File: src/rtl/ofdm_rx_byte_packer.sv
// Packs demodulated OFDM bit pairs into frame-aligned words and buffers them
// in a first-word-fall-through FIFO with valid/ready output and error flags.
module ofdm_rx_byte_packer #(
  parameter int DATA_WIDTH_G      = 8,
  parameter int PAIRS_PER_FRAME_G = 64,
  parameter int FIFO_DEPTH_G      = 16
) (
  input  logic                          sys_clk,
  input  logic                          sys_rstn,
  input  logic                          sys_init,
  input  logic [1:0]                    rx_rcv_data,
  input  logic                          rx_rcv_data_valid,
  input  logic                          rx_rcv_data_start,
  output logic [DATA_WIDTH_G-1:0]       out_data,
  output logic                          out_valid,
  input  logic                          out_ready,
  output logic                          out_first,
  output logic                          out_last,
  output logic [$clog2(FIFO_DEPTH_G):0] fifo_level,
  output logic                          overflow,
  output logic                          frame_error
);

  localparam int PPW     = DATA_WIDTH_G / 2;
  localparam int PAIR_W  = $clog2(PPW + 1);
  localparam int FRAME_W = $clog2(PAIRS_PER_FRAME_G + 1);
  localparam int ADDR_W  = $clog2(FIFO_DEPTH_G);
  localparam int LVL_W   = ADDR_W + 1;
  localparam int ENTRY_W = DATA_WIDTH_G + 2;

  typedef enum logic [0:0] {
    ST_IDLE    = 1'b0,
    ST_COLLECT = 1'b1
  } state_t;

  state_t                    state_r;
  logic [DATA_WIDTH_G-1:0]   word_r;
  logic [PAIR_W-1:0]         pair_cnt_r;
  logic [FRAME_W-1:0]        frame_cnt_r;
  logic                      first_r;
  logic                      frame_error_r;

  logic                      start_s;
  logic                      accept_s;
  logic [PAIR_W-1:0]         pair_idx_s;
  logic                      first_s;
  logic [FRAME_W-1:0]        frame_cnt_nxt_s;
  logic [DATA_WIDTH_G-1:0]   base_s;
  logic [DATA_WIDTH_G-1:0]   word_s;
  logic                      complete_s;
  logic                      last_s;

  logic [ENTRY_W-1:0]        mem_r [FIFO_DEPTH_G];
  logic [ADDR_W-1:0]         wr_ptr_r;
  logic [ADDR_W-1:0]         rd_ptr_r;
  logic [LVL_W-1:0]          level_r;
  logic [DATA_WIDTH_G-1:0]   out_data_r;
  logic                      out_valid_r;
  logic                      out_first_r;
  logic                      out_last_r;
  logic                      overflow_r;

  logic                      pop_s;
  logic                      full_s;
  logic                      wr_en_s;
  logic [ADDR_W-1:0]         rd_ptr_nxt_s;
  logic [LVL_W-1:0]          stored_s;
  logic [ENTRY_W-1:0]        head_s;

  // Next-word assembly: a start pair always opens a fresh word at pair 0.
  always_comb begin
    start_s         = rx_rcv_data_valid && rx_rcv_data_start;
    accept_s        = rx_rcv_data_valid && (rx_rcv_data_start || (state_r == ST_COLLECT));
    pair_idx_s      = start_s ? '0 : pair_cnt_r;
    first_s         = start_s ? 1'b1 : first_r;
    frame_cnt_nxt_s = start_s ? FRAME_W'(1) : (frame_cnt_r + FRAME_W'(1));
    base_s          = start_s ? '0 : word_r;
    word_s          = base_s;
    for (int k = 0; k < PPW; k++) begin
      word_s[2*k +: 2] = (pair_idx_s == PAIR_W'(k)) ? rx_rcv_data : base_s[2*k +: 2];
    end
    complete_s      = accept_s && (pair_idx_s == PAIR_W'(PPW - 1));
    last_s          = (frame_cnt_nxt_s == FRAME_W'(PAIRS_PER_FRAME_G));
  end

  // Packer state machine and sticky framing flag.
  always_ff @(posedge sys_clk or negedge sys_rstn) begin
    if (!sys_rstn) begin
      state_r       <= ST_IDLE;
      word_r        <= '0;
      pair_cnt_r    <= '0;
      frame_cnt_r   <= '0;
      first_r       <= 1'b0;
      frame_error_r <= 1'b0;
    end else if (sys_init) begin
      state_r       <= ST_IDLE;
      word_r        <= '0;
      pair_cnt_r    <= '0;
      frame_cnt_r   <= '0;
      first_r       <= 1'b0;
      frame_error_r <= 1'b0;
    end else begin
      if (accept_s) begin
        frame_cnt_r <= frame_cnt_nxt_s;
        if (complete_s) begin
          word_r     <= '0;
          pair_cnt_r <= '0;
          first_r    <= 1'b0;
          state_r    <= last_s ? ST_IDLE : ST_COLLECT;
        end else begin
          word_r     <= word_s;
          pair_cnt_r <= pair_idx_s + PAIR_W'(1);
          first_r    <= first_s;
          state_r    <= ST_COLLECT;
        end
      end
      if (start_s && (state_r == ST_COLLECT)) begin
        frame_error_r <= 1'b1;
      end
    end
  end

  // Output stage only sees entries written on earlier edges, so no bypass is needed.
  always_comb begin
    pop_s        = out_valid_r && out_ready;
    full_s       = (level_r == LVL_W'(FIFO_DEPTH_G));
    wr_en_s      = complete_s && (!full_s || pop_s);
    rd_ptr_nxt_s = rd_ptr_r + ADDR_W'(pop_s);
    stored_s     = level_r - LVL_W'(pop_s);
    head_s       = mem_r[rd_ptr_nxt_s];
  end

  // FIFO storage array.
  always_ff @(posedge sys_clk) begin
    if (wr_en_s) begin
      mem_r[wr_ptr_r] <= {word_s, first_s, last_s};
    end
  end

  // FIFO pointers, level, registered head and overflow flag.
  always_ff @(posedge sys_clk or negedge sys_rstn) begin
    if (!sys_rstn) begin
      wr_ptr_r    <= '0;
      rd_ptr_r    <= '0;
      level_r     <= '0;
      out_valid_r <= 1'b0;
      out_data_r  <= '0;
      out_first_r <= 1'b0;
      out_last_r  <= 1'b0;
      overflow_r  <= 1'b0;
    end else if (sys_init) begin
      wr_ptr_r    <= '0;
      rd_ptr_r    <= '0;
      level_r     <= '0;
      out_valid_r <= 1'b0;
      out_data_r  <= '0;
      out_first_r <= 1'b0;
      out_last_r  <= 1'b0;
      overflow_r  <= 1'b0;
    end else begin
      wr_ptr_r    <= wr_en_s ? (wr_ptr_r + ADDR_W'(1)) : wr_ptr_r;
      rd_ptr_r    <= rd_ptr_nxt_s;
      level_r     <= level_r + LVL_W'(wr_en_s) - LVL_W'(pop_s);
      out_valid_r <= (stored_s != '0);
      if (stored_s != '0) begin
        {out_data_r, out_first_r, out_last_r} <= head_s;
      end else begin
        {out_data_r, out_first_r, out_last_r} <= '0;
      end
      if (complete_s && full_s && !pop_s) begin
        overflow_r <= 1'b1;
      end
    end
  end

  assign out_data    = out_data_r;
  assign out_valid   = out_valid_r;
  assign out_first   = out_first_r;
  assign out_last    = out_last_r;
  assign fifo_level  = level_r;
  assign overflow    = overflow_r;
  assign frame_error = frame_error_r;

endmodule

File: config.mk
export PLATFORM = sky130hd
export DESIGN_NAME = ofdm_rx_byte_packer
export DESIGN_NICKNAME = d
export VERILOG_FILES = /design/src/rtl/ofdm_rx_byte_packer.sv
export SDC_FILE = /design/constraint.sdc
export NUM_CORES = 1
export LEC_CHECK = 0
export BUFFER_PORTS_ARGS = -buffer_cell sky130_fd_sc_hd__clkbuf_2
export CAP_MARGIN = 15
export CORE_UTILIZATION = 40
export CTS_CLUSTER_SIZE = 10
export DETAILED_ROUTE_END_ITERATION = 16
export HOLD_SLACK_MARGIN = 0.12
export PLACE_DENSITY_LB_ADDON = 0.2
export SYNTH_ARGS = -nofsm -noshare
export SYNTH_HDL_FRONTEND = slang
export SYNTH_SLANG_ARGS = --single-unit
File: constraint.sdc
create_clock -name sys_clk -period 2.8 [get_ports sys_clk]
set_input_delay 0.84 -clock sys_clk [delete_from_list [all_inputs] [get_ports sys_clk]]
set_output_delay 0.84 -clock sys_clk [all_outputs]
set_load 0.02 [all_outputs]
==> qor.json <==
{
  "yosys": {
    "synthesis.instances": 496,
    "synth.distinct_cells": 54,
    "postSynthNetCount": 525,
    "ys_warn_count": 0,
    "synth_async_sr_flop_share": 0.223,
    "post_synth_edffs": 160,
    "ys_top_cells_by_area": "sky130_fd_sc_hd__edfxtp_1, sky130_fd_sc_hd__dfrtp_1, sky130_fd_sc_hd__mux4_2, sky130_fd_sc_hd__mux4_1, sky130_fd_sc_hd__ha_1",
    "syn_area_um2": 8730,
    "synth_area_per_cell_um2": 17.6,
    "synth_top_area_frac": 0.550,
    "postSynthRegisterBits": 206,
    "share_of_the_yosys_chip_area_belonging_to_registers": 0.682,
    "ys.flop_type": "sky130_fd_sc_hd__edfxtp_1",
    "post-synth-top-area-cell": "sky130_fd_sc_hd__edfxtp_1"
  },
  "global_route": {
    "grtUsageTotal": 0.165,
    "grt_start_max_net_pins": 47,
    "overflow": 0,
    "grt_pass1_wl_mm": 27.7,
    "grt_antenna_before_repair": 0,
    "grt_pass1_vias": 4814
  },
  "critical_path": {
    "crit_required_ns": 3.23,
    "setup.worst_path.end_class": "flop",
    "cp_cell_sequence": "inv_1 -> ha_1 -> nand4_1 -> nand2_4 -> ha_4 -> inv_1 -> ha_2 -> fa_2 -> a21oi_2 -> nor2_1 -> or3_1 -> a21oi_1",
    "arrival_ns": 3.03,
    "crit_path_max_fanout": 6,
    "worst_path_max_delay_cell": "sky130_fd_sc_hd__dfrtp_1",
    "r2r_start": "fifo_level[2]$_DFF_PN0_",
    "critical_path.max_stage_delay_ns": 0.47,
    "cpLargestDelayFamily": "adder cells",
    "critical-path-top-cell-by-count": "sky130_fd_sc_hd__inv_1",
    "worst-path-buf-inv": 2,
    "timing_worst_setup_path_type": "flop to flop",
    "timing.critical_path.from_type": "flop",
    "startpoint": "fifo_level[2]$_DFF_PN0_"
  },
  "cells_and_area": {
    "finalInstanceArea_um2": 10400,
    "growth_of_design_area_from_synthesis_to_finish_pct": 18.7,
    "antenna_cells_inserted": 0,
    "final.fill_count": 1788,
    "drive_gt1_frac": 0.282,
    "finalNetCount": 614,
    "final_cell_count_no_fill": 878
  },
  "timing": {
    "fmaxAchievable_mhz": 385,
    "grt_setup_unrepaired": "false",
    "hold_violations": 0,
    "setup_violations": 0,
    "layout_worst_path_cycle_share": 0.926,
    "drv_slew": 0,
    "worst_pin_slew_ns": 0.706,
    "timing.final.crit_period_ns": 2.59,
    "slew-limit-headroom": 0.529,
    "clock_skew_ns": 0.0196
  },
  "power_and_ir_drop": {
    "total_leakage_power_nw": 3.92,
    "report.power.total_w": 0.00771,
    "powerDensity_nw_per_um2": 744,
    "peakVddDrop_mv": 0.560
  },
  "cts": {
    "post_cts.resized_instances": 0,
    "htree_levels": 1,
    "cts-buffers-inserted": 24,
    "clk_path_buf_depth": 3,
    "tritoncts_num_sinks": 206,
    "post_cts_hold_buffer_count": 0,
    "post_cts_clock_slew_at_the_launch_and_capture_registers_of_the_worst_setup_and_hold_paths_ns": 0.06,
    "clock_latency_reported_for_the_late_side_of_the_worst_skew_pair_ns": 0.52,
    "post-cts-setup-buffers": 0,
    "root_buffer": "sky130_fd_sc_hd__clkbuf_16",
    "tritoncts_clock_tree": "yes"
  },
  "floorplan": {
    "start_util": 0.411,
    "core_area_um2": 21200,
    "floorplan.die_area_um2": 22400,
    "core.rowCount": 53,
    "die_y_um": 150,
    "num_io_pins": 26,
    "dieWidth_um": 150
  },
  "detailed_routing": {
    "detailedRoute.firstPassIterationCount": 5,
    "route.detailed.vias_per_inst": 5.30,
    "drt_iter0_markers": 311,
    "dr_total_vias": 4655,
    "wl_per_cell_um": 20.1,
    "postRouteAntennaNets": 0,
    "post-route-drc-count": 0,
    "routed_wl_mm": 17.7
  },
  "placement": {
    "port-buffer-count": 25,
    "globalplace.congestion": 0.790,
    "placed_cell_area_um2": 9670,
    "placed_wire_length_estimate_mm": 11.4,
    "place.detailed.instances": 834
  },
  "worst_hold_path": {
    "hold_path.class": "primary input to async pin"
  },
  "run": {
    "cap_violations": 0
  },
  "run_status": {
    "outcome": "completed"
  }
}
-- sequential cells by signal (all words and copies together), names as in the netlist, 3 cells and up --
name	flops
fifo_level	5
frame_cnt_r	7
mem_r	160
out_data	8
pair_cnt_r	3
rd_ptr_r	4
word_r	8
wr_ptr_r	4
-- path summary, 6_finish.rpt --
kind                                              end  slack (ns)  cells after the start
max in group asynchronous       out_data[1]$_DFF_PN0_        1.93                      2
min in group sys_clk              first_r$_DFFE_PN0P_        0.49                      2
hold reg to reg                   first_r$_DFFE_PN0P_        0.49                      2
setup / recovery              fifo_level[4]$_DFF_PN0_        0.21                     12
hold / removal             frame_cnt_r[4]$_DFFE_PN0P_        0.43                      2
setup reg to reg              fifo_level[4]$_DFF_PN0_        0.21                     12
-- power breakdown --
part	total (W)	switching [W]	internal [W]
logic	0.00149	0.000754	0.000733
registers	0.00346	0.0000756	0.00339
clock network	0.00276	0.00115	0.00161
total	0.00771	0.00198	0.00573
-- metal layers --
layer  global-route usage  vias to the layer above  share of wire
li1                     -                     2128              -
met4               0.0394                        0          0.019
met1                0.228                     2406           0.47
met3               0.0268                       33          0.036
met2                0.275                       88           0.48
met5                    0                        -              0
-- layout make-up --
type	count	area, um2	share of cell area
tap	275	344	0.0332
inverter	20	75.1	0.00724
clock buffer	43	672	0.0648
clock inverter	1	16.3	0.00157
sequential	206	5960	0.575
multi-input combinational	247	2640	0.255
timing repair buffer	86	658	0.0635
-- Yosys cell counts (5+ instances only) --
library cell	n
sky130_fd_sc_hd__nor4_2	9
sky130_fd_sc_hd__nand3_1	5
sky130_fd_sc_hd__mux4_2	25
sky130_fd_sc_hd__a22o_1	15
sky130_fd_sc_hd__dfrtp_1	46
sky130_fd_sc_hd__edfxtp_1	160
sky130_fd_sc_hd__inv_1	18
sky130_fd_sc_hd__nor2_1	32
sky130_fd_sc_hd__o22ai_1	10
sky130_fd_sc_hd__mux4_1	15
sky130_fd_sc_hd__buf_6	5
sky130_fd_sc_hd__clkbuf_1	6
sky130_fd_sc_hd__buf_2	11
sky130_fd_sc_hd__nand2_1	11
sky130_fd_sc_hd__o21ai_1	6
sky130_fd_sc_hd__a21oi_1	15
sky130_fd_sc_hd__nor2b_1	8
sky130_fd_sc_hd__mux2i_1	21
sky130_fd_sc_hd__ha_1	20
sky130_fd_sc_hd__xnor2_1	6
-- stage by stage --
stage / util / setup TNS [ns] / setup WS (ns) / hold slack, ns
after floorplan: - / -3.59 / -0.300 / 0.458
after global placement: 0.456 / -0.337 / -0.252 / 0.472
after detailed placement: 0.456 / -0.478 / -0.315 / 0.477
after CTS: 0.488 / 0 / 0.196 / 0.447
after global routing: 0.488 / 0 / 0.0531 / 0.477
final: 0.488 / 0 / 0.206 / 0.429
-- cell usage in the layout (no fill, tap or decap), types with 4 or more instances in the layout --
master and n:
sky130_fd_sc_hd__nor4_2 12, sky130_fd_sc_hd__nand2_1 9, sky130_fd_sc_hd__ha_1 16, sky130_fd_sc_hd__buf_12 6, sky130_fd_sc_hd__edfxtp_1 160, sky130_fd_sc_hd__clkbuf_1 19
sky130_fd_sc_hd__nand3_1 5, sky130_fd_sc_hd__nor2b_1 8, sky130_fd_sc_hd__clkbuf_16 24, sky130_fd_sc_hd__dfrtp_1 46, sky130_fd_sc_hd__mux2i_1 21, sky130_fd_sc_hd__a22o_1 15
sky130_fd_sc_hd__mux4_1 15, sky130_fd_sc_hd__a21oi_1 14, sky130_fd_sc_hd__inv_1 17, sky130_fd_sc_hd__xnor2_1 6, sky130_fd_sc_hd__nor2_1 32, sky130_fd_sc_hd__o22ai_1 10
sky130_fd_sc_hd__mux4_2 25, sky130_fd_sc_hd__o21ai_1 6, sky130_fd_sc_hd__buf_4 55, sky130_fd_sc_hd__nand2b_1 4, sky130_fd_sc_hd__clkbuf_2 25
-- logic make-up after synthesis --
group,Yosys count,share of synthesized area
flip-flops,206,0.682
AND/OR/NAND/NOR,91,0.0645
AO/OA/AOI/OAI,63,0.0506
multiplexers,62,0.135
buffers and inverters,43,0.0262
adder cells (fa/ha/maj),21,0.0310
XOR/XNOR,10,0.0100
Note: power is estimated with default switching activity, not from simulation.
